$ cat config.mk
export PLATFORM = sky130hd
export DESIGN_NAME = serial_subtractor
export DESIGN_NICKNAME = d
export VERILOG_FILES = /design/src/rtl/serial_subtractor.sv
export SDC_FILE = /design/constraint.sdc
export NUM_CORES = 1
export LEC_CHECK = 0
export CORE_AREA = 2 2 55 95
export CTS_CLUSTER_SIZE = 20
export DETAILED_ROUTE_END_ITERATION = 10
export DIE_AREA = 0 0 57 97
export PLACE_DENSITY = 0.89
export SYNTH_ARGS = -nofsm -noshare
export SYNTH_HDL_FRONTEND = slang
export SYNTH_SLANG_ARGS = --single-unit
$ cat constraint.sdc
create_clock -name clk -period 3.44 [get_ports clk]
set_input_delay 0.516 -clock clk [delete_from_list [all_inputs] [get_ports clk]]
set_output_delay 0.516 -clock clk [all_outputs]
set_load 0.01 [all_outputs]
$ cat src/rtl/serial_subtractor.sv
// -----------------------------------------------------------------------------
// serial_subtractor
//
// Bit-serial subtractor: diff = a - b - bin (mod 2^WIDTH), bout = borrow-out.
// The datapath is a single full-subtractor slice with a borrow flop. It takes
// WIDTH clock edges per operation and processes the operands LSB first.
// The input and output both use valid/ready handshakes.
//
// Parameters
//   WIDTH      operand/result width in bits (>= 1)
//
// Ports
//   clk        clock, all state updates on posedge
//   reset_n    asynchronous reset, active-low
//   in_valid   a/b/bin valid
//   in_ready   block idle, can accept an operation
//   a          minuend
//   b          subtrahend
//   bin        borrow-in
//   out_valid  diff/bout valid
//   out_ready  consumer accepts the result
//   diff       a - b - bin, modulo 2^WIDTH
//   bout       1 iff a < b + bin (unsigned)
//   overflow   signed overflow (present only when SERIAL_SUB_OVERFLOW_EN is
//              defined)
//
// Configuration macro
//   SERIAL_SUB_OVERFLOW_EN  adds the overflow port and its register
// -----------------------------------------------------------------------------
module serial_subtractor #(
  parameter int WIDTH = 16
) (
  input  logic             clk,
  input  logic             reset_n,
  input  logic             in_valid,
  output logic             in_ready,
  input  logic [WIDTH-1:0] a,
  input  logic [WIDTH-1:0] b,
  input  logic             bin,
  output logic             out_valid,
  input  logic             out_ready,
  output logic [WIDTH-1:0] diff,
  output logic             bout
`ifdef SERIAL_SUB_OVERFLOW_EN
  ,
  output logic             overflow
`endif
);

  // Elaboration-time guard: a zero-width subtractor is meaningless.
  if (WIDTH < 1) begin : g_width_check
    $error("serial_subtractor: WIDTH must be >= 1");
  end

  // The counter must be able to hold WIDTH itself, because it stops there
  // when the block leaves RUN.
  localparam int CW = $clog2(WIDTH + 1);

  typedef enum logic [1:0] {
    IDLE = 2'd0,
    RUN  = 2'd1,
    DONE = 2'd2
  } state_t;

  state_t           state;
  state_t           state_nxt;

  logic [CW-1:0]    cnt;       // index of the bit processed on the next edge
  logic [WIDTH-1:0] a_sh;      // minuend, shifted right one bit per RUN edge
  logic [WIDTH-1:0] b_sh;      // subtrahend, shifted in step with a_sh
  logic             brw;       // borrow into the current bit

  logic             accept;
  logic             last_bit;
  logic             a_bit;
  logic             b_bit;
  logic             d_bit;
  logic             brw_nxt;

  // ---------------------------------------------------------------------------
  // Handshake and full-subtractor slice
  // ---------------------------------------------------------------------------
  assign in_ready  = (state == IDLE);
  assign out_valid = (state == DONE);
  assign accept    = in_valid && in_ready;
  assign last_bit  = (state == RUN) && (cnt == CW'(WIDTH - 1));

  assign a_bit   = a_sh[0];
  assign b_bit   = b_sh[0];
  assign d_bit   = a_bit ^ b_bit ^ brw;
  assign brw_nxt = (~a_bit & b_bit) | (~(a_bit ^ b_bit) & brw);

  // ---------------------------------------------------------------------------
  // FSM: state register
  // ---------------------------------------------------------------------------
  // NOTE: every clocked block here uses non-blocking assignments, so each
  // register samples values from before the edge. Blocking assignments would
  // make the result depend on the order in which the statements are written.
  always_ff @(posedge clk or negedge reset_n) begin
    if (!reset_n) begin
      state <= IDLE;
    end else begin
      state <= state_nxt;
    end
  end

  // ---------------------------------------------------------------------------
  // FSM: next-state logic
  // ---------------------------------------------------------------------------
  // NOTE: state_nxt gets its default before the case statement. Without it,
  // any path that does not assign state_nxt would infer a latch.
  always_comb begin
    state_nxt = state;
    unique case (state)
      IDLE: if (accept)    state_nxt = RUN;
      RUN:  if (last_bit)  state_nxt = DONE;
      DONE: if (out_ready) state_nxt = IDLE;
      default:             state_nxt = IDLE;
    endcase
  end

  // ---------------------------------------------------------------------------
  // Datapath: operand shift registers, borrow flop, bit counter
  // ---------------------------------------------------------------------------
  // NOTE: the operand registers are cleared on reset even though an accept
  // always loads them first. Clearing them keeps the state after reset fully
  // defined and costs only a handful of flops.
  always_ff @(posedge clk or negedge reset_n) begin
    if (!reset_n) begin
      a_sh <= '0;
      b_sh <= '0;
      brw  <= 1'b0;
      cnt  <= '0;
    end else if (accept) begin
      // The operands are sampled only here. Later changes on a/b/bin are
      // ignored until the next accept.
      a_sh <= a;
      b_sh <= b;
      brw  <= bin;
      cnt  <= '0;
    end else if (state == RUN) begin
      a_sh <= a_sh >> 1;
      b_sh <= b_sh >> 1;
      brw  <= brw_nxt;
      cnt  <= cnt + CW'(1);
    end
  end

  // ---------------------------------------------------------------------------
  // Result registers
  // ---------------------------------------------------------------------------
  // Each difference bit enters at the MSB, so after WIDTH shifts bit 0 of the
  // result sits in diff[0]. The cast-and-shift form also works for WIDTH == 1,
  // where a concatenation with diff[WIDTH-1:1] would be an illegal slice.
  always_ff @(posedge clk or negedge reset_n) begin
    if (!reset_n) begin
      diff <= '0;
      bout <= 1'b0;
    end else if (state == RUN) begin
      diff <= (diff >> 1) | (WIDTH'(d_bit) << (WIDTH - 1));
      if (last_bit) begin
        bout <= brw_nxt;
      end
    end
  end

`ifdef SERIAL_SUB_OVERFLOW_EN
  // Signed overflow is the borrow into the MSB XOR the borrow out of the MSB.
  // On the last RUN edge, brw is exactly the borrow into the MSB.
  always_ff @(posedge clk or negedge reset_n) begin
    if (!reset_n) begin
      overflow <= 1'b0;
    end else if (last_bit) begin
      overflow <= brw ^ brw_nxt;
    end
  end
`endif

endmodule

==> metrics.cfg <==
[run_status]
status = completed

[worst_setup_path]
worstSetupEndpointType = primary output
crit_type = flip-flop to primary output
cp_max_fo = 8
critPathLaunchType = flip-flop
rr_worst_depth = 3
worstPathRequired_ns = 2.92
worstPathArrival_ns = 1.70

[floorplan]
ios = 56
die_w_microns = 57
initial_core_util_pct = 51.8
core_area_sq_mm = 0.00471
fp-row-count = 33
die-area_sq_mm = 0.00553
die_h_microns = 97

[power_and_ir_drop]
vdd_drop_max_mv = 0.547
p_per_area_mw_per_mm2 = 842
p_leak_nw = 1.57
power.total_w = 0.00267

[yosys]
yosys-top-cells-area = dfrtp_1, nand2_1, a22oi_1
syn_area_per_cell_sq_um = 9.67
synthesis.area_sq_mm = 0.00244
ys_seq_area_share_pct = 58.5
yosys_register_bits = 57
synth_area_leader_cell = dfrtp_1
syn_inst = 252
ys_warn_count = 0
synth_cell_types = 26
syn_nets = 292
yosys.area.top_type_share_pct = 58.5

[timing]
fmax_ghz = 0.452
slew_violations = 0
clock_skew_ns = 0.0118
min_period_ns = 2.21
finalCritPeriodShare_pct = 64.3
setup_violations = 0
fin_hold_ws_ns = 0.328
hold_viol = 0
maxSlewHeadroom_pct = 26.8
rsz0062_at_grt = no
tightest_slew_ns = 1.10
tns_ns = 0

[place]
place_hpwl_microns = 3400
place.gp.congestion = 0.774
dp.cells = 346
placed_area_sq_mm = 0.00296
io_buffer_count = 55

[global_route]
track_usage_pct = 20.2
grtUsageMet3_pct = 4.68
grt_max_degree = 50
antenna_found_initial = 0
busiest_layer = met2
grt_overflow = 0
grt_first_pass_wirelength_microns = 8700
met1_usage_pct = 23.7
grtUsageMet2_pct = 33.0
grt_pass1_vias = 1972

[clocking]
tritoncts = yes
numCtsBuffers = 9
cts.clk_slew.worst_paths_ns = 0.07
holdBufCountCts = 0
cts_setup_buffers = 0
clk_latency_ns = 0.34
htreeDepth = 3
cts_max_path_buffers = 2
cts_resized = 0
clock_sink_count = 57
cts_root_buf = clkbuf_8

[final_layout]
layout-drive-gt1-share_pct = 7.42
fillers = 384
final_cell_area_sq_mm = 0.00317
fin_cells = 362
final_common_cell = nand2_1
final_cell_mix = nand2_1, dfrtp_1, clkdlybuf4s50_1, a22oi_1, clkbuf_8
fin_nets = 345
multi_input_area_sq_um = 888
area_growth_pct = 30.2
area.sequential_sq_mm = 0.00143
n_antenna_cell = 0

[route]
drtPass1Iterations = 5
route.detailed.drc = 0
detail_route.iter0.violations = 88
wirelength_microns = 5110
wl_per_cell_microns = 14.1
num_vias = 1912
viasPerCell = 5.28
ant_nets = 0

[run]
cap_viol_max_count = 0

[min_path]
hold_path.class = primary input to asynchronous set/reset pin

-- routing by layer --
metal  wire length (microns)  vias up  part of all wire (%)
met5                       0        -                     0
met4                     136        0                   2.7
met3                     189       13                   3.7
met2                    2750       55                    54
met1                    2030      906                    40
li1                        -      938                     -
-- logic make-up after synthesis --
logic type      count (synthesis)  share of synthesized area (%)
fa+ha+maj                       3                           1.85
flops                          57                           58.5
mux                             1                          0.411
buf+inv                        20                           5.03
compound gates                 40                           12.0
simple gates                  131                           22.2
-- area by class of cell --
class	instances	area share [%]
inverters	4	0.473
flip-flops and latches	57	45.0
clock buffers	10	4.02
well taps	52	2.05
multi-input cells	175	28.0
repair buffers	58	17.9
clock inverters	6	2.60
-- flip-flops by register name, summed over array words and instances, names as in the netlist --
signal  cells
diff       16
b_sh       16
state       2
bout        1
a_sh       16
cnt         5
brw         1
-- critical path, stage by stage, from the launching register on --
cell and delay (ns):
dfrtp_1 0.52, or2b_1 0.28, inv_1 0.06, clkdlybuf4s50_1 0.52
-- worst paths after layout --
kind	start	end	slack, ns
setup / recovery	state[1]$_DFFE_PN0P_	out_valid	1.23
hold / removal	reset_n	cnt[2]$_DFFE_PN0P_	0.33
setup reg to reg	state[0]$_DFFE_PN0P_	cnt[3]$_DFFE_PN0P_	1.48
hold reg to reg	diff[0]$_DFFE_PN0P_	diff[0]$_DFFE_PN0P_	0.47
max in group asynchronous	reset_n	a_sh[5]$_DFFE_PN0P_	2.36
min in group clk	diff[0]$_DFFE_PN0P_	diff[0]$_DFFE_PN0P_	0.47
-- power breakdown --
group | internal (W) | switching (W)
registers | 0.000940 | 0.000180
clock network | 0.000404 | 0.000266
logic | 0.000417 | 0.000466
total | 0.00176 | 0.000911
-- per-stage QoR --
stage          utilization (%)  setup slack [ns]
6_report                  67.4              1.23
2_1_floorplan                -              2.11
5_1_grt                   67.4              1.16
3_3_place_gp              62.9              1.35
4_1_cts                   67.4              1.21
3_5_place_dp              62.9              1.32
-- Yosys cell counts (all sizes together) --
master and instances:
nand2b 1, dfrtp 57, o21bai 1, nor2 2
nor3b 1, nand4 1, o21ai 6, nand3b 1
nor2b 1, mux2i 1, o21ba 1, a22oi 30
buf 16, inv 4, or3b 1, nand2 117
ha 2, nand3 4, and3 1, fa 1
a21oi 1, a221o 1, or2b 1
(Power assumes the default switching activity.)
